**src/rtl/decoder_scan.sv**
```systemverilog
// decoder_scan -- registered 1-of-2^SEL_W decoder with active-low outputs
// and an active-low enable, plus an auto-scan mode that walks the outputs
// with a programmable dwell and an optional all-off blanking gap.
// Intended for digit/row selects (7-segment, LED matrix).
//
// Ports:
//   clk    in   1      rising-edge clock
//   reset  in   1      asynchronous, active-high reset
//   G_L    in   1      active-low enable
//   mode   in   1      0 = direct decode of A, 1 = auto-scan
//   A      in   SEL_W  direct-mode select address
//   div    in   DIV_W  scan dwell: each output is shown for div+1 cycles
//   Y_L    out  NOUT   active-low one-hot select, registered
//   idx    out  SEL_W  currently selected index, registered
//   frame  out  1      one-cycle pulse when idx wraps NOUT-1 -> 0 while scanning
module decoder_scan #(
  parameter int SEL_W     = 2,
  parameter int DIV_W     = 16,
  parameter int BLANK_CYC = 1
) (
  input  logic                    clk,
  input  logic                    reset,
  input  logic                    G_L,
  input  logic                    mode,
  input  logic [SEL_W-1:0]        A,
  input  logic [DIV_W-1:0]        div,
  output logic [(2**SEL_W)-1:0]   Y_L,
  output logic [SEL_W-1:0]        idx,
  output logic                    frame
);

  localparam int NOUT = 2 ** SEL_W;
  // Blank counter only needs to reach BLANK_CYC-1; keep it at least 1 bit wide.
  localparam int BC_W = (BLANK_CYC > 1) ? $clog2(BLANK_CYC) : 1;
  localparam logic [BC_W-1:0]  BLANK_LAST = BC_W'((BLANK_CYC > 0) ? BLANK_CYC - 1 : 0);
  localparam logic             HAS_BLANK  = (BLANK_CYC > 0) ? 1'b1 : 1'b0;
  localparam logic [NOUT-1:0]  ALL_OFF    = {NOUT{1'b1}};
  localparam logic [NOUT-1:0]  ONE_HOT0   = NOUT'(1);
  localparam logic [SEL_W-1:0] LAST_IDX   = {SEL_W{1'b1}};

  typedef enum logic [1:0] {
    ST_IDLE   = 2'd0,
    ST_DIRECT = 2'd1,
    ST_SHOW   = 2'd2,
    ST_BLANK  = 2'd3
  } state_t;

  state_t            state_r, state_s;
  logic [DIV_W-1:0]  pcnt_r,  pcnt_s;
  logic [BC_W-1:0]   bcnt_r,  bcnt_s;
  logic [SEL_W-1:0]  idx_r,   idx_s;
  logic [NOUT-1:0]   y_l_r,   y_l_s;
  logic              frame_r, frame_s;
  logic [SEL_W-1:0]  idx_inc_s;

  // Active-low one-hot pattern for a select value.
  function automatic logic [NOUT-1:0] dec_low(input logic [SEL_W-1:0] sel);
    return ~(ONE_HOT0 << sel);
  endfunction

  // Next scan index, wrapping naturally at NOUT.
  assign idx_inc_s = idx_r + SEL_W'(1);

  // Next-state and next-output logic; all outputs are computed here so the
  // registered Y_L always agrees with the registered idx and state.
  always_comb begin
    state_s = state_r;
    pcnt_s  = pcnt_r;
    bcnt_s  = bcnt_r;
    idx_s   = idx_r;
    y_l_s   = y_l_r;
    frame_s = 1'b0;
    case (state_r)
      ST_IDLE: begin
        if (!mode) begin
          state_s = ST_DIRECT;
          idx_s   = A;
          y_l_s   = G_L ? ALL_OFF : dec_low(A);
        end else begin
          state_s = ST_SHOW;
          idx_s   = '0;
          pcnt_s  = '0;
          y_l_s   = G_L ? ALL_OFF : dec_low(SEL_W'(0));
        end
      end
      ST_DIRECT: begin
        if (mode) begin
          // Entering scan always starts a fresh frame without pulsing frame.
          state_s = ST_SHOW;
          idx_s   = '0;
          pcnt_s  = '0;
          bcnt_s  = '0;
          y_l_s   = G_L ? ALL_OFF : dec_low(SEL_W'(0));
        end else begin
          idx_s = A;
          y_l_s = G_L ? ALL_OFF : dec_low(A);
        end
      end
      ST_SHOW: begin
        if (!mode) begin
          state_s = ST_DIRECT;
          idx_s   = A;
          pcnt_s  = '0;
          bcnt_s  = '0;
          y_l_s   = G_L ? ALL_OFF : dec_low(A);
        end else if (G_L) begin
          // Disabled: blank the outputs and freeze the scan where it is.
          y_l_s = ALL_OFF;
        end else if (pcnt_r == div) begin
          pcnt_s = '0;
          if (HAS_BLANK) begin
            state_s = ST_BLANK;
            y_l_s   = ALL_OFF;
          end else begin
            idx_s   = idx_inc_s;
            y_l_s   = dec_low(idx_inc_s);
            frame_s = (idx_r == LAST_IDX);
          end
        end else begin
          // Plain increment: a div lowered below pcnt wraps through 2^DIV_W.
          pcnt_s = pcnt_r + DIV_W'(1);
          y_l_s  = dec_low(idx_r);
        end
      end
      ST_BLANK: begin
        if (!mode) begin
          state_s = ST_DIRECT;
          idx_s   = A;
          pcnt_s  = '0;
          bcnt_s  = '0;
          y_l_s   = G_L ? ALL_OFF : dec_low(A);
        end else if (G_L) begin
          y_l_s = ALL_OFF;
        end else if (bcnt_r == BLANK_LAST) begin
          state_s = ST_SHOW;
          bcnt_s  = '0;
          idx_s   = idx_inc_s;
          y_l_s   = dec_low(idx_inc_s);
          frame_s = (idx_r == LAST_IDX);
        end else begin
          bcnt_s = bcnt_r + BC_W'(1);
          y_l_s  = ALL_OFF;
        end
      end
      default: begin
        state_s = ST_IDLE;
        pcnt_s  = '0;
        bcnt_s  = '0;
        idx_s   = '0;
        y_l_s   = ALL_OFF;
      end
    endcase
  end

  // State, counter and output registers with asynchronous reset.
  always_ff @(posedge clk or posedge reset) begin
    if (reset) begin
      state_r <= ST_IDLE;
      pcnt_r  <= '0;
      bcnt_r  <= '0;
      idx_r   <= '0;
      y_l_r   <= ALL_OFF;
      frame_r <= 1'b0;
    end else begin
      state_r <= state_s;
      pcnt_r  <= pcnt_s;
      bcnt_r  <= bcnt_s;
      idx_r   <= idx_s;
      y_l_r   <= y_l_s;
      frame_r <= frame_s;
    end
  end

  assign Y_L   = y_l_r;
  assign idx   = idx_r;
  assign frame = frame_r;

endmodule

```
**config.mk**
```make
export PLATFORM = sky130hd
export DESIGN_NAME = decoder_scan
export DESIGN_NICKNAME = d
export VERILOG_FILES = /design/src/rtl/decoder_scan.sv
export SDC_FILE = /design/constraint.sdc
export NUM_CORES = 1
export LEC_CHECK = 0
export BUFFER_PORTS_ARGS = -buffer_cell sky130_fd_sc_hd__buf_4
export CORE_MARGIN = 3
export CORE_UTILIZATION = 46
export CTS_CLUSTER_DIAMETER = 30
export CTS_CLUSTER_SIZE = 25
export DETAILED_ROUTE_END_ITERATION = 8
export GPL_TIMING_DRIVEN = 0
export PLACE_DENSITY = 0.67
export SETUP_SLACK_MARGIN = 0.4
export SLEW_MARGIN = 0
export SYNTH_ARGS = -nofsm -noshare
export SYNTH_HDL_FRONTEND = slang
export SYNTH_SLANG_ARGS = --single-unit
```
**constraint.sdc**
```tcl
create_clock -name clk -period 4.4 [get_ports clk]
set_input_delay 0.88 -clock clk [delete_from_list [all_inputs] [get_ports clk]]
set_output_delay 0.88 -clock clk [all_outputs]
set_load 0.005 [all_outputs]
```
==> impl_results.rst <==
.. list-table::
   :header-rows: 1

   * - Metric
     - Value
   * - Routability congestion estimate from global placement
     - 0.863
   * - Die ar.
     - 4440 sq um
   * - Critical path data arrival time
     - 2.39 ns
   * - Wirelength, routed
     - 3820 um
   * - Post-Synthesis Net Count
     - 214
   * - Width of the chip
     - 66.6 um
   * - Setup repair after global routing missed its margin
     - false
   * - Transition at the pin with the smallest max-transition slack
     - 0.951 ns
   * - Final core utilization
     - 58.2%
   * - Internal power component
     - 0.423 mW
   * - Worst path setup slack after routing
     - 2.16 ns
   * - Global-route wire length before repair
     - 6370 um
   * - Half-perimeter wire length after detailed placement
     - 2890 um
   * - Combinational cell fraction of total power
     - 38.8%
   * - Layout fillers
     - 338
   * - Clock power frac
     - 20.0%
   * - Row count
     - 21
   * - Status
     - finished clean
   * - Clock tree from TritonCTS
     - done
   * - Post-CTS Setup Bufs
     - 0
   * - Kind of path behind the tightest hold check
     - reg2reg
   * - Hold-fix buffers at CTS
     - 0
   * - Total of endpoints with negative setup slack in the final report
     - 0
   * - Top area cells in the synthesized netlist
     - dfrtp_1, xor2_1, dfstp_2
   * - P_sw
     - 0.255 mW
   * - Min Tclk post-route
     - 2.24 ns
   * - Total global routing overflow
     - 0
   * - Placeable core region
     - 3440 sq um
   * - Area post-placement
     - 1960 sq um
   * - Overall via count from detail_route
     - 1461
   * - Flops & latches, synth
     - 25
   * - Area used by multi-input combinational logic
     - 990 sq um
   * - Sequential cell area
     - 631 sq um
   * - Root Buffer Master
     - clkbuf_8
   * - Antenna diode count
     - 0
   * - TritonCTS buffer count
     - 3
   * - Critical path capture point type
     - flop
   * - Initial Utilization
     - 49.1%
   * - Hold Vio Cnt, Final
     - 0
   * - Final std cell area, no fill
     - 2000 sq um
   * - # port buffers
     - 28
   * - Parity-gate share of the synthesized area counting xor and xnor cells
     - 14.0%
   * - Count of cell types in the netlist
     - 43
   * - Pin count of the biggest net entering global routing
     - 26
   * - Post-synthesis simple-gate area fraction
     - 24.6%
   * - Number of design rule violations left after detail routing
     - 0
   * - Proportion of layout cells with a drive suffix above 1
     - 21.8%
   * - Number of clock sinks
     - 25
   * - Flip-flop cell with the highest count after synthesis
     - dfrtp_1
   * - Fraction of registers with async set/reset
     - 100%
   * - Critical setup path kind
     - in2reg
   * - Setup TNS
     - 0 ns
   * - Post-synth design cell area
     - 1690 sq um
   * - Total power per unit cell area
     - 338 nW/um^2
   * - Setup Slack @ Placement
     - 1.87 ns
   * - Clock transition at the register clock pins on the worst setup and hold paths after CTS
     - 0.09 ns
   * - Number of resized instances in the post-cts repair step
     - 0
   * - Count of TritonRoute iterations in the first routing pass
     - 4
   * - Slew margin rel.
     - 36.5%
   * - Clock latency reported for the late side of the worst-skew pair
     - 0.27 ns
   * - Number of DRC markers in iteration 0
     - 86
   * - Final instance count without filler cells
     - 262
   * - Largest buffer count on any clock path
     - 2
   * - Synth top area share
     - 31.1%
   * - Number of max-slew violations in the final report
     - 0
   * - Main combinational cell family by area after synthesis
     - simple AND/OR/NAND/NOR gates
   * - Syn avg cell area
     - 9.19 sq um
   * - Worst R2R Path Depth
     - 5
   * - DR vias/cell
     - 5.58
   * - Overall global routing resource usage
     - 18.4%
   * - Syn. warnings
     - 0
   * - Post-synthesis adder-cell area fraction
     - 5.92%
   * - Top-level port count
     - 29
   * - Maximum fanout count along the critical path
     - 10
   * - Timing-limited maximum frequency
     - 447 MHz
   * - Share of the synthesized area in compound gates (AO/OA/AOI/OAI)
     - 12.3%
   * - EDFF count, synth
     - 0
   * - Synth Instances
     - 184
   * - Sort of element at the start of the critical path
     - primary input
   * - Number of cells in the design after placement
     - 258
   * - Mux share of post-synthesis cell area
     - 1.78%
   * - Max H-tree Level
     - 1
   * - Post-route fraction of the period consumed by the critical path
     - 50.8%
   * - Required arrival time at the worst endpoint
     - 4.56 ns
   * - Maximum clock skew at final layout
     - 0.00319 ns
   * - Leakage component of the power
     - 0.907 nW
   * - Area delta synth->final
     - 18.6%
   * - Average detailed-routed wire length per instance
     - 14.6 um
   * - Max IR drop VDD
     - 192 uV
   * - Number of antenna violations at the first check in global routing
     - 0
   * - Final-stage net count
     - 247
   * - Switching Fraction
     - 37.6%
   * - Overall power after layout
     - 0.678 mW
   * - Vias in the first global route
     - 1386
   * - Number of cells traversed by the worst hold path
     - 2
   * - Sequential fraction of the synthesis area
     - 37.3%
   * - Portion of total power attributed to sequential cells
     - 41.2%
   * - Max Cap Violations
     - 0
   * - Die Y-Extent
     - 66.6 um
   * - Number of antenna-violating nets in the routed design
     - 0
   * - Hold slack
     - 0.590 ns
   * - Area leader, netlist
     - dfrtp_1
-- registers in the layout (all words and copies together) (netlist names) --
register / count
pcnt_r: 16
state_r: 2
idx: 2
frame: 1
Y_L: 4
-- placed cells by master, fill, tap and decap left out, drive strengths merged --
master,n
a21o,1
a21oi,9
a221o,1
a22o,1
a22oi,1
a311o,1
a311oi,1
a31oi,3
a32oi,1
and2,2
and3,2
and4,2
buf,33
clkbuf,7
clkinv,1
dfrtp,21
dfstp,4
ha,8
inv,6
mux2i,3
nand2,17
nand2b,4
nand3,6
nand4,2
nor2,18
nor2b,3
nor3,6
nor3b,3
nor4,8
nor4b,3
o21ai,3
o31ai,3
o32a,3
o32ai,1
or3,1
xnor2,11
xor2,16
-- layout make-up --
class | instances | area share (%)
Buffer | 9 | 2.37
Tap cell | 46 | 2.87
Clock inverter | 1 | 0.250
Inverter | 6 | 1.12
Sequential cell | 25 | 31.5
Multi-Input combinational cell | 144 | 49.4
Timing Repair Buffer | 28 | 10.5
Clock buffer | 3 | 2.06
-- worst paths after layout --
| path | start | endpoint | slack, ns |
|---|---|---|---|
| max | div[1] | pcnt_r[4] | 2.16 |
| min | pcnt_r[11] | pcnt_r[11] | 0.59 |
| max reg2reg | pcnt_r[0] | pcnt_r[4] | 2.38 |
| min reg2reg | pcnt_r[11] | pcnt_r[11] | 0.59 |
| max in group asynchronous | reset | pcnt_r[15] | 3.00 |
| min in group asynchronous | reset | idx[0] | 0.83 |
-- metal layers --
metal  wire (um)  global-route usage [%]  up-vias
met5           0                       0        -
met4          21                    3.81        0
met3         158                    3.88        2
met2        1980                    33.0       35
met1        1670                    22.5      704
li1            -                       -      720
-- power groups by stage --
stage	clock [mW]	combinational, mW	sequential (mW)
after floorplan	0	0.183	0.278
after global placement	0	0.252	0.283
after detailed placement	0	0.260	0.284
after CTS	0.141	0.262	0.279
after global routing	0.151	0.296	0.283
final	0.136	0.263	0.279
-- synth_stat cells (2+ instances only) --
library cell and instances:
ha_1 8, nor4_2 2, dfstp_2 4, dfrtp_1 21
nor4_1 6, xor2_1 16, nor4b_1 3, nand2b_1 4
nand3_1 6, a21oi_1 8, mux2i_1 3, xnor2_1 11
o21ai_0 3, nor3b_1 3, o31ai_1 3, nor3_1 6
nor2_1 18, nor2b_1 3, and3_1 2, buf_2 2
a31oi_1 3, inv_1 6, and2_1 2, o32a_1 3
clkbuf_1 4, nand2_1 17
-- critical path, cell delays in order --
cell	delay, ns
buf_4	0.11
xor2_1	0.13
nor4_1	0.37
nand4_2	0.35
and2_1	0.26
a221o_1	0.29
-- cell families after synthesis --
| kind of cell | Yosys count |
|---|---|
| multiplexers | 3 |
| AO/OA/AOI/OAI | 29 |
| buffers and inverters | 15 |
| XOR/XNOR | 27 |
| AND/OR/NAND/NOR | 77 |
| flip-flops | 25 |
| adder cells (fa/ha/maj) | 8 |
(Power assumes the default switching activity.)
